## config.mk

```make
export PLATFORM = sky130hd
export DESIGN_NAME = trap_ctrl_flat
export DESIGN_NICKNAME = d
export VERILOG_FILES = /design/src/rtl/trap_pkg.sv /design/src/rtl/trap_ctrl_if.sv /design/src/rtl/trap_cause_enc.sv /design/src/rtl/trap_ctrl.sv /design/src/flat_wrapper.sv
export SDC_FILE = /design/constraint.sdc
export NUM_CORES = 1
export LEC_CHECK = 0
export ABC_CLOCK_PERIOD_IN_PS = 5300
export CAP_MARGIN = 10
export CELL_PAD_IN_SITES_DETAIL_PLACEMENT = 1
export CELL_PAD_IN_SITES_GLOBAL_PLACEMENT = 2
export CORE_AREA = 2 2 133 135
export DETAILED_ROUTE_END_ITERATION = 10
export DIE_AREA = 0 0 135 137
export GPL_TIMING_DRIVEN = 0
export PLACE_DENSITY = 0.91
export SLEW_MARGIN = 20
export SYNTH_ARGS = -nofsm -noshare
export SYNTH_HDL_FRONTEND = slang
export SYNTH_SLANG_ARGS = --single-unit
```

## constraint.sdc

```tcl
create_clock -name clk -period 5.3 [get_ports clk]
set_input_delay 0.53 -clock clk [delete_from_list [all_inputs] [get_ports clk]]
set_output_delay 0.53 -clock clk [all_outputs]
set_load 0.01 [all_outputs]
```

## src/rtl/trap_pkg.sv

```systemverilog
// Shared definitions for the machine-mode trap sequencer: FSM states,
// mcause codes and the CSR addresses the sequencer cooperates with.
package trap_pkg;

  typedef enum logic [1:0] {
    IDLE  = 2'd0,
    TRAP  = 2'd1,
    RET   = 2'd2,
    REDIR = 2'd3
  } state_e;

  // mcause exception codes; the interrupt flag is the MSB of the cause word
  localparam int unsigned CAUSE_ILLEGAL    = 2;
  localparam int unsigned CAUSE_BREAKPOINT = 3;
  localparam int unsigned CAUSE_ECALL_M    = 11;
  localparam int unsigned CAUSE_MTIMER     = 7;

  localparam logic [11:0] CSR_MSTATUS = 12'h300;
  localparam logic [11:0] CSR_MTVEC   = 12'h305;
  localparam logic [11:0] CSR_MEPC    = 12'h341;
  localparam logic [11:0] CSR_MCAUSE  = 12'h342;

endpackage

```

## src/rtl/trap_ctrl_if.sv

```systemverilog
// Bundle of execute-stage event, CSR-file and fetch-redirect signals
// around the trap sequencer; slave is the sequencer's view.
interface trap_ctrl_if #(parameter int DATA_WIDTH = 32);

  logic                  evt_valid;
  logic                  evt_ready;
  logic                  evt_ecall;
  logic                  evt_ebreak;
  logic                  evt_illegal;
  logic                  evt_mret;
  logic [DATA_WIDTH-1:0] evt_pc;
  logic [DATA_WIDTH-1:0] next_pc;
  logic                  timer_irq;
  logic                  mstatus_mie;
  logic [DATA_WIDTH-1:0] mtvec;
  logic [DATA_WIDTH-1:0] mepc;
  logic                  intr;
  logic [DATA_WIDTH-1:0] intr_NO;
  logic [DATA_WIDTH-1:0] intr_epc;
  logic                  mret;
  logic                  redir_valid;
  logic [DATA_WIDTH-1:0] redir_pc;
  logic                  redir_ready;
  logic                  busy;

  modport slave (
    input  evt_valid, evt_ecall, evt_ebreak, evt_illegal, evt_mret, evt_pc,
           next_pc, timer_irq, mstatus_mie, mtvec, mepc, redir_ready,
    output evt_ready, intr, intr_NO, intr_epc, mret, redir_valid, redir_pc, busy
  );

  modport master (
    output evt_valid, evt_ecall, evt_ebreak, evt_illegal, evt_mret, evt_pc,
           next_pc, timer_irq, mstatus_mie, mtvec, mepc, redir_ready,
    input  evt_ready, intr, intr_NO, intr_epc, mret, redir_valid, redir_pc, busy
  );

endinterface

```

## src/rtl/trap_cause_enc.sv

```systemverilog
// Priority encoder from event flags and the enabled interrupt to a trap
// decision: exceptions beat mret, any presented event beats the interrupt.
module trap_cause_enc
  import trap_pkg::*;
#(
  parameter int DATA_WIDTH = 32
) (
  input  logic                  valid,
  input  logic                  ecall,
  input  logic                  ebreak,
  input  logic                  illegal,
  input  logic                  mret,
  input  logic                  irq,
  output logic                  take,
  output logic                  is_ret,
  output logic [DATA_WIDTH-1:0] cause
);

  // NOTE: every output gets a default before the if-chain so no path leaves
  // a signal unassigned, which would otherwise infer a latch.
  always_comb begin
    take   = 1'b0;
    is_ret = 1'b0;
    cause  = '0;
    if (valid) begin
      if (illegal) begin
        take  = 1'b1;
        cause = DATA_WIDTH'(CAUSE_ILLEGAL);
      end else if (ebreak) begin
        take  = 1'b1;
        cause = DATA_WIDTH'(CAUSE_BREAKPOINT);
      end else if (ecall) begin
        take  = 1'b1;
        cause = DATA_WIDTH'(CAUSE_ECALL_M);
      end else if (mret) begin
        is_ret = 1'b1;
      end
      // a flagless event is consumed without effect and also masks the irq
    end else if (irq) begin
      take  = 1'b1;
      cause = {1'b1, (DATA_WIDTH-1)'(CAUSE_MTIMER)};
    end
  end

endmodule

```

## src/rtl/trap_ctrl.sv

```systemverilog
// Trap sequencer: accepts one event or timer interrupt in IDLE, strobes the
// CSR file for one cycle, then holds a fetch redirect until it is accepted.
module trap_ctrl
  import trap_pkg::*;
#(
  parameter int DATA_WIDTH = 32
) (
  input logic        clk,
  input logic        rst,
  trap_ctrl_if.slave bus
);

  state_e                state;
  state_e                state_nx;
  logic                  take;
  logic                  is_ret;
  logic [DATA_WIDTH-1:0] cause;
  logic [DATA_WIDTH-1:0] cause_q;
  logic [DATA_WIDTH-1:0] epc_q;
  logic [DATA_WIDTH-1:0] target_q;

  trap_cause_enc #(.DATA_WIDTH(DATA_WIDTH)) u_enc (
    .valid   (bus.evt_valid),
    .ecall   (bus.evt_ecall),
    .ebreak  (bus.evt_ebreak),
    .illegal (bus.evt_illegal),
    .mret    (bus.evt_mret),
    .irq     (bus.timer_irq && bus.mstatus_mie),
    .take    (take),
    .is_ret  (is_ret),
    .cause   (cause)
  );

  // NOTE: state and data registers use non-blocking assignments so every
  // flop samples the pre-edge values, independent of process ordering.
  always_ff @(posedge clk or posedge rst) begin
    if (rst) state <= IDLE;
    else     state <= state_nx;
  end

  always_comb begin
    state_nx = state;
    unique case (state)
      IDLE: begin
        if (take)        state_nx = TRAP;
        else if (is_ret) state_nx = RET;
      end
      TRAP:  state_nx = REDIR;
      RET:   state_nx = REDIR;
      REDIR: if (bus.redir_ready) state_nx = IDLE;
      default: state_nx = IDLE;
    endcase
  end

  // NOTE: these few registers are reset because their reset value is
  // visible on the outputs; wide storage arrays would not be.
  always_ff @(posedge clk or posedge rst) begin
    if (rst) begin
      cause_q  <= '0;
      epc_q    <= '0;
      target_q <= '0;
    end else begin
      if (state == IDLE && take) begin
        cause_q <= cause;
        // take without a presented event can only be the timer interrupt
        epc_q   <= bus.evt_valid ? bus.evt_pc : bus.next_pc;
      end
      if (state == TRAP) target_q <= {bus.mtvec[DATA_WIDTH-1:2], 2'b00};
      if (state == RET)  target_q <= bus.mepc;
    end
  end

  assign bus.evt_ready   = (state == IDLE);
  assign bus.busy        = (state != IDLE);
  assign bus.intr        = (state == TRAP);
  assign bus.mret        = (state == RET);
  assign bus.redir_valid = (state == REDIR);
  assign bus.intr_NO     = cause_q;
  assign bus.intr_epc    = epc_q;
  assign bus.redir_pc    = target_q;

endmodule
```

## src/flat_wrapper.sv

```systemverilog
// flat-port wrapper written by rule: the top's interface ports become plain ports
module trap_ctrl_flat import trap_pkg::*;
#(
  parameter int DATA_WIDTH = 32
)
  (clk, rst, bus_evt_valid, bus_evt_ecall, bus_evt_ebreak, bus_evt_illegal, bus_evt_mret, bus_evt_pc, bus_next_pc, bus_timer_irq, bus_mstatus_mie, bus_mtvec, bus_mepc, bus_redir_ready, bus_evt_ready, bus_intr, bus_intr_NO, bus_intr_epc, bus_mret, bus_redir_valid, bus_redir_pc, bus_busy);
  trap_ctrl_if #(.DATA_WIDTH(DATA_WIDTH)) bus_i ();
  input logic clk;
  input logic rst;
  input wire logic [$bits(bus_i.evt_valid)-1:0] bus_evt_valid;
  input wire logic [$bits(bus_i.evt_ecall)-1:0] bus_evt_ecall;
  input wire logic [$bits(bus_i.evt_ebreak)-1:0] bus_evt_ebreak;
  input wire logic [$bits(bus_i.evt_illegal)-1:0] bus_evt_illegal;
  input wire logic [$bits(bus_i.evt_mret)-1:0] bus_evt_mret;
  input wire logic [$bits(bus_i.evt_pc)-1:0] bus_evt_pc;
  input wire logic [$bits(bus_i.next_pc)-1:0] bus_next_pc;
  input wire logic [$bits(bus_i.timer_irq)-1:0] bus_timer_irq;
  input wire logic [$bits(bus_i.mstatus_mie)-1:0] bus_mstatus_mie;
  input wire logic [$bits(bus_i.mtvec)-1:0] bus_mtvec;
  input wire logic [$bits(bus_i.mepc)-1:0] bus_mepc;
  input wire logic [$bits(bus_i.redir_ready)-1:0] bus_redir_ready;
  output wire logic [$bits(bus_i.evt_ready)-1:0] bus_evt_ready;
  output wire logic [$bits(bus_i.intr)-1:0] bus_intr;
  output wire logic [$bits(bus_i.intr_NO)-1:0] bus_intr_NO;
  output wire logic [$bits(bus_i.intr_epc)-1:0] bus_intr_epc;
  output wire logic [$bits(bus_i.mret)-1:0] bus_mret;
  output wire logic [$bits(bus_i.redir_valid)-1:0] bus_redir_valid;
  output wire logic [$bits(bus_i.redir_pc)-1:0] bus_redir_pc;
  output wire logic [$bits(bus_i.busy)-1:0] bus_busy;
  assign bus_i.evt_valid = bus_evt_valid;
  assign bus_i.evt_ecall = bus_evt_ecall;
  assign bus_i.evt_ebreak = bus_evt_ebreak;
  assign bus_i.evt_illegal = bus_evt_illegal;
  assign bus_i.evt_mret = bus_evt_mret;
  assign bus_i.evt_pc = bus_evt_pc;
  assign bus_i.next_pc = bus_next_pc;
  assign bus_i.timer_irq = bus_timer_irq;
  assign bus_i.mstatus_mie = bus_mstatus_mie;
  assign bus_i.mtvec = bus_mtvec;
  assign bus_i.mepc = bus_mepc;
  assign bus_i.redir_ready = bus_redir_ready;
  assign bus_evt_ready = bus_i.evt_ready;
  assign bus_intr = bus_i.intr;
  assign bus_intr_NO = bus_i.intr_NO;
  assign bus_intr_epc = bus_i.intr_epc;
  assign bus_mret = bus_i.mret;
  assign bus_redir_valid = bus_i.redir_valid;
  assign bus_redir_pc = bus_i.redir_pc;
  assign bus_busy = bus_i.busy;
  trap_ctrl #(.DATA_WIDTH(DATA_WIDTH)) u_core (.clk(clk), .rst(rst), .bus(bus_i));
endmodule
```

==> results.py, run 1 <==
metrics = {
    "run_status": {
        "status": "complete, no violations",
    },
    "logic_synthesis": {
        "synth_xor_area_frac": 0,
        "yosysSeqAreaShare": 0.497,
        "synth_cell_types": 36,
        "synth-compound-area-share": 0.229,
        "muxShareOfSynthArea": 0.0884,
        "synth_area_sq_um": 3530,
        "synth-adder-area-share": 0.0142,
        "synth_top_family_by_area": "compound AO/OA/AOI/OAI gates",
        "ys_seq_elements": 70,
        "synthSimpleGateAreaFrac": 0.0646,
        "yosysWarnings": 0,
        "syn_area_per_cell_sq_um": 10.7,
        "synthCells": 328,
    },
    "detailed_routing": {
        "ant_nets": 0,
        "drt-total-wl_um": 13000,
        "drc": 0,
        "vias_per_cell": 4.26,
        "drt_iter0_drc": 70,
        "drtPass1Iterations": 4,
        "vias": 3417,
        "wire_per_inst_um": 16.2,
    },
    "global_routing": {
        "grtUsageTotal": 0.140,
        "antenna_found_initial": 0,
        "grt.met2_usage": 0.250,
        "grt_pass1_wl_um": 19800,
        "grt_overflow": 0,
        "grt_use_met3": 0.0615,
        "met1_usage": 0.148,
        "top_usage_layer": "met2",
        "grt_max_degree": 41,
        "grt_pass1_vias": 3780,
    },
    "sta": {
        "hold_viol": 0,
        "slew_headroom": 0.415,
        "setup_tns_ns": 0,
        "clock_skew_ns": 0.00359,
        "tightestPinTransition_ns": 0.866,
        "setup_viol": 0,
        "finalCritPeriodShare": 0.528,
        "slew_violations": 0,
        "hold_slack_ns": 0.464,
        "fin_ws_ns": 2.50,
        "finalCriticalPeriod_ns": 2.80,
        "rsz0062_at_grt": "false",
        "fmax_ghz": 0.357,
    },
    "floorplan": {
        "core-area_sq_um": 17100,
        "die_x_um": 135,
        "rows": 48,
        "design.portCount": 239,
        "initial_utilization": 0.207,
        "die_area_sq_um": 18500,
        "die_h_um": 137,
    },
    "clocking": {
        "clock-sinks": 70,
        "cts_root_buffer": "clkbuf_16",
        "cts_resized": 0,
        "clock_latency_ns": 0.33,
        "cts_tree": "done",
        "post_cts_buffers": 0,
        "htreeDepth": 3,
        "ctsLongestPathBuffers": 2,
        "cts-buffers-inserted": 9,
        "ctsHoldBuffers": 0,
        "clk_pin_slew_worst_paths_ns": 0.05,
    },
    "final_layout": {
        "num-nets-final": 717,
        "drive_above_1_share": 0.0986,
        "ff_latch_area_sq_um": 1750,
        "multi_input_area_sq_um": 1500,
        "diodes": 0,
        "area_delta_synth_final_pct": 78.5,
        "fillers": 1913,
    },
    "critical_path": {
        "endpoint": "bus_busy",
        "crit_arrival_ns": 2.27,
        "crit_top_cell": "inv_1",
        "critical-path-top-delay-family": "buffers and inverters",
        "r2r_setup_slack_ns": 3.14,
        "path_buf_inv": 4,
        "required_ns": 4.77,
        "rr_endpoint": "u_core.bus.intr_epc[31]$_DFFE_PP0P_",
        "worst_r2r_path_depth": 6,
        "start_kind": "flop",
        "path_class": "flop to primary output",
        "path_cells": "inv_1 -> ha_1 -> clkbuf_1 -> inv_1 -> clkdlybuf4s50_1",
        "cpMaxStageDelayCell": "clkdlybuf4s50_1",
        "cp-startpoint": "u_core.state[1]$_DFFE_PP0P_",
        "cp_max_fo": 10,
        "r2r_start": "u_core.state[1]$_DFFE_PP0P_",
        "cp-end-kind": "primary output",
        "cpPeakStageDelay_ns": 0.52,
        "cp_num_cells": 5,
    },
    "placement": {
        "gp_congestion": 0.740,
        "dp_hpwl_um": 10700,
        "dp_slack_ns": 2.77,
        "io_buffers": 209,
    },
    "pwr": {
        "p_leak_nw": 2.67,
        "vdd_drop_max_uv": 246,
        "cellPowerDensity_nw_per_um2": 518,
    },
    "flow_run": {
        "max_cap_viol_count": 0,
    },
    "min_path": {
        "hp-class": "flop to flop",
    },
}
-- Yosys cell counts --
cell       number  area share
a21o_1          1      0.0021
a21oi_1        35       0.050
a22o_1         58        0.14
a2bb2oi_1       1      0.0025
a311oi_2        1      0.0043
a31oi_1         1      0.0018
and2_1          1      0.0018
and4b_1         1      0.0028
buf_1           2      0.0021
buf_2           6      0.0085
buf_4          28       0.060
buf_6           3      0.0096
clkbuf_1       14       0.015
conb_1          1      0.0011
dfrtp_1        70        0.50
ha_1            4       0.014
inv_1          10       0.011
inv_2           1      0.0011
mux2_2          1      0.0032
mux2i_1        30       0.085
nand2_1         4      0.0043
nand2b_1        2      0.0035
nand3_1         2      0.0028
nand3_2         1      0.0028
nand4b_1        1      0.0025
nor2_1         31       0.033
nor2b_1         2      0.0035
o21ai_0         4      0.0057
o21ai_1         1      0.0014
o221ai_1        1      0.0025
o22ai_1         4      0.0071
o2bb2ai_1       1      0.0025
o311ai_0        1      0.0025
o31a_1          1      0.0025
or3_1           2      0.0035
or4b_4          1      0.0039
-- routing by layer --
layer | vias up | share of wire
li1 | 1620 | -
met1 | 1607 | 0.39
met2 | 171 | 0.48
met3 | 19 | 0.11
met4 | 0 | 0.016
met5 | - | 0
-- area by class of cell --
type,instances,area share
Clock inverter,1,0.000795
Sequential cell,70,0.278
Multi-Input combinational cell,220,0.238
Clock buffer,13,0.0429
Timing Repair Buffer,210,0.336
Tap cell,225,0.0447
Inverter,11,0.00696
Buffer,53,0.0531
-- flip-flops by register name, summed over array words and instances, names as in the netlist --
| name | count |
|---|---|
| u_core.bus.intr_epc | 32 |
| u_core.bus.intr_NO | 4 |
| u_core.bus.redir_pc | 32 |
| u_core.state | 2 |
-- cells by family (layout without fill, tap and decap cells) --
family                     count (synthesis)  count (layout)
adders and majority gates                  4               4
AOI/OAI and AO/OA                        110             110
other                                      1              27
DFF                                       70              70
buffers and inverters                     64             288
and+or+nand+nor                           48              48
muxes                                     31              31
-- worst min path at each step --
| stage | slack, ns | endpoint | startpoint | cells after the start |
|---|---|---|---|---|
| finish | 0.46 | u_core.bus.intr_NO[1]$_DFFE_PP0P_ | u_core.bus.intr_NO[1]$_DFFE_PP0P_ | 1 |
| global route | 0.48 | u_core.bus.intr_NO[1]$_DFFE_PP0P_ | u_core.bus.intr_NO[1]$_DFFE_PP0P_ | 1 |
| CTS | 0.47 | u_core.bus.intr_NO[1]$_DFFE_PP0P_ | u_core.bus.intr_NO[1]$_DFFE_PP0P_ | 1 |
| detailed placement | 0.45 | u_core.bus.intr_NO[1]$_DFFE_PP0P_ | u_core.bus.intr_NO[1]$_DFFE_PP0P_ | 1 |
| global placement | 0.45 | u_core.bus.intr_NO[1]$_DFFE_PP0P_ | u_core.bus.intr_NO[1]$_DFFE_PP0P_ | 1 |
| floorplan | 0.50 | u_core.bus.intr_NO[1]$_DFFE_PP0P_ | u_core.bus.intr_NO[1]$_DFFE_PP0P_ | 1 |
-- power breakdown --
part           switching, W  internal, W  leakage [nW]  total [W]
Combinational      0.000844     0.000911          1.71    0.00176
Clock              0.000206     0.000349         0.138   0.000555
Sequential         0.000152     0.000797         0.825   0.000950
Total               0.00120      0.00206          2.67    0.00326
-- per-stage QoR --
| stage | instances | power [W] | utilization | cell area [sq um] |
|---|---|---|---|---|
| floorplan | 354 | 0.00182 | - | 3620 |
| global placement | 788 | 0.00267 | 0.352 | 6000 |
| detailed placement | 789 | 0.00275 | 0.353 | 6020 |
| CTS | 803 | 0.00333 | 0.369 | 6290 |
| global route | 803 | 0.00352 | 0.369 | 6290 |
| finish | 803 | 0.00326 | 0.369 | 6290 |
-- layout by cell type (no fill, tap or decap), types with 2 or more instances in the layout --
master,Yosys,layout
clkdlybuf4s50_1,0,209
buf_1,2,2
nand3_1,2,2
dfrtp_1,70,70
buf_4,28,28
mux2i_1,30,30
clkbuf_16,0,9
a22o_1,58,58
o21ai_0,4,4
o22ai_1,4,4
or3_1,2,2
clkbuf_8,0,3
nor2b_1,2,2
buf_6,3,3
inv_1,10,9
ha_1,4,4
nor2_1,31,31
nand2_1,4,4
buf_2,6,6
conb_1,1,27
clkbuf_1,14,15
a21oi_1,35,35
nand2b_1,2,2
No activity file was read; power rests on OpenSTA's default activity.
==> run 2, diff against run 1 <==
--- a/config.mk
+++ b/config.mk
@@ -5,15 +5,15 @@
 export SDC_FILE = /design/constraint.sdc
 export NUM_CORES = 1
 export LEC_CHECK = 0
-export ABC_CLOCK_PERIOD_IN_PS = 5300
+export ABC_CLOCK_PERIOD_IN_PS = 2300
 export CAP_MARGIN = 10
 export CELL_PAD_IN_SITES_DETAIL_PLACEMENT = 1
 export CELL_PAD_IN_SITES_GLOBAL_PLACEMENT = 2
-export CORE_AREA = 2 2 133 135
+export CORE_AREA = 2 2 143 145
 export DETAILED_ROUTE_END_ITERATION = 10
-export DIE_AREA = 0 0 135 137
+export DIE_AREA = 0 0 145 147
 export GPL_TIMING_DRIVEN = 0
-export PLACE_DENSITY = 0.91
+export PLACE_DENSITY = 0.84
 export SLEW_MARGIN = 20
 export SYNTH_ARGS = -nofsm -noshare
 export SYNTH_HDL_FRONTEND = slang
==> constraint.sdc (replaced) <==
create_clock -name clk -period 2.3 [get_ports clk]
set_input_delay 0.23 -clock clk [delete_from_list [all_inputs] [get_ports clk]]
set_output_delay 0.23 -clock clk [all_outputs]
set_load 0.01 [all_outputs]
==> results.py, run 2 (synthesis results as in run 1) <==
metrics = {
    "floorplan": {
        "die_x_um": 145,
        "initial_utilization": 0.178,
        "die_h_um": 147,
        "core-area_sq_um": 19800,
        "rows": 52,
        "die_area_sq_um": 21300,
        "design.portCount": 239,
    },
    "critical_path": {
        "start_kind": "flop",
        "cpMaxStageDelayCell": "clkdlybuf4s50_1",
        "r2r_start": "u_core.state[0]$_DFFE_PP0P_",
        "required_ns": 2.07,
        "cp-end-kind": "primary output",
        "r2r_setup_slack_ns": 0.26,
        "path_cells": "inv_1 -> ha_2 -> clkbuf_4 -> inv_1 -> clkdlybuf4s50_1",
        "path_class": "flop to primary output",
        "worst_r2r_path_depth": 6,
        "cp-startpoint": "u_core.state[1]$_DFFE_PP0P_",
        "crit_arrival_ns": 1.90,
        "crit_top_cell": "inv_1",
        "cp_max_fo": 10,
        "cpPeakStageDelay_ns": 0.48,
    },
    "placement": {
        "io_buffers": 209,
        "gp_congestion": 0.913,
        "dp_hpwl_um": 11100,
        "dp_slack_ns": 0.0215,
    },
    "sta": {
        "slew_violations": 0,
        "tightestPinTransition_ns": 0.718,
        "fmax_ghz": 0.468,
        "setup_viol": 0,
        "rsz0062_at_grt": "false",
        "fin_ws_ns": 0.165,
        "finalCritPeriodShare": 0.928,
        "slew_headroom": 0.515,
        "finalCriticalPeriod_ns": 2.13,
        "clock_skew_ns": 0.00837,
        "hold_viol": 0,
    },
    "pwr": {
        "vdd_drop_max_uv": 340,
        "p_int_w": 0.00496,
        "seq_power_share": 0.278,
        "pwr-share-clk": 0.199,
        "combPwrFrac": 0.522,
        "p_sw_w": 0.00286,
        "cellPowerDensity_nw_per_um2": 1220,
        "p_leak_nw": 2.70,
        "power.share.switching": 0.365,
    },
    "detailed_routing": {
        "drt-total-wl_um": 13500,
        "ant_nets": 0,
        "vias": 3475,
        "drtPass1Iterations": 4,
        "wire_per_inst_um": 15.8,
        "highest_layer": "met5",
        "wirelength_met1_um": 5640,
        "wl_met2_um": 6230,
        "wl_met3_um": 1450,
        "drc": 0,
        "vias_per_cell": 4.09,
        "drt_iter0_drc": 84,
    },
    "global_routing": {
        "antenna_found_initial": 1,
        "grtUsageTotal": 0.124,
        "grt_pass1_wl_um": 20700,
        "grt_max_degree": 37,
        "grt_overflow": 0,
        "grt_pass1_vias": 3803,
    },
    "final_layout": {
        "diodes": 0,
        "drive_above_1_share": 0.109,
        "final_common_cell": "clkdlybuf4s50_1",
        "final_util": 0.323,
        "layout_common_cells": "209 x clkdlybuf4s50_1, 70 x dfrtp_1, 58 x a22o_1, 35 x a21oi_1, 31 x nor2_1",
        "fillers": 2248,
        "num-nets-final": 717,
        "area_delta_synth_final_pct": 82.0,
    },
    "min_path": {
        "hp-class": "primary input to async pin",
    },
    "flow_run": {
        "max_cap_viol_count": 0,
    },
    "clocking": {
        "cts_tree": "done",
        "clk_pin_slew_worst_paths_ns": 0.06,
        "htreeDepth": 3,
        "clock_latency_ns": 0.34,
        "cts-buffers-inserted": 9,
        "clock-sinks": 70,
        "ctsLongestPathBuffers": 2,
        "ctsHoldBuffers": 0,
        "cts_root_buffer": "clkbuf_16",
    },
    "run_status": {
        "status": "complete, no violations",
    },
}
[run 2: cell types whose count changed in the layout (fill, tap and decap cells not counted), sizes merged]
cell	previous run	this run
clkinvlp	0	1
bufinv	0	2
clkinv	1	2
clkbuf	27	25
[run 2: path summary, 6_finish.rpt]
check,endpoint
setup / recovery,bus_busy
hold / removal,u_core.bus.redir_pc[8]$_DFFE_PP0P_
setup reg to reg,u_core.bus.redir_pc[12]$_DFFE_PP0P_
hold reg to reg,u_core.bus.intr_NO[1]$_DFFE_PP0P_
max in group asynchronous,u_core.bus.intr_epc[7]$_DFFE_PP0P_
min in group clk,u_core.bus.intr_NO[1]$_DFFE_PP0P_
[run 2: area by class of cell]
type / instances / area [sq um] / area share
repair buffers: 210 / 2110 / 0.329
flip-flops and latches: 70 / 1750 / 0.273
multi-input cells: 220 / 1500 / 0.234
plain buffers: 53 / 339 / 0.0528
well taps: 270 / 338 / 0.0526
clock buffers: 11 / 253 / 0.0394
clock inverters: 5 / 81.3 / 0.0127
inverters: 11 / 43.8 / 0.00682
[run 2: per-layer routing]
layer	global-route usage	vias to the layer above
li1	-	1633
met1	0.141	1649
met2	0.211	178
met3	0.0587	13
met4	0.0327	2
met5	0	-
[run 2: critical path, delay by kind of cell (launching register included)]
family	cells	cell delay, ns
flops	1	0.39
buf+inv	4	0.92
fa+ha+maj	1	0.25
[run 2: through the flow]
stage,TNS (ns),instances,area (sq um),hold slack [ns],total power (W)
6_report,0,850,6420,0.273,0.00782
5_1_grt,0,850,6420,0.307,0.00835
4_1_cts,0,850,6410,0.275,0.00793
3_5_place_dp,0,834,6080,0.464,0.00632
3_3_place_gp,-70.90,833,6050,0.457,0.00617
2_1_floorplan,0,354,3620,0.312,0.00419
[run 2: power by group through the flow]
stage                     registers (W)  logic (W)  clock network (W)
after CTS                       0.00218    0.00414            0.00160
final                           0.00217    0.00408            0.00156
after global placement          0.00217    0.00401                  0
after floorplan                 0.00241    0.00178                  0
after detailed placement        0.00219    0.00413                  0
after global routing            0.00225    0.00444            0.00166
[run 2: repair_timing]
| item | 4_1_cts | 5_1_grt |
|---|---|---|
| endpoints found under the setup margin | 1 | 3 |
| resized for setup | 1 | 5 |
| buffers inserted | 0 | 0 |
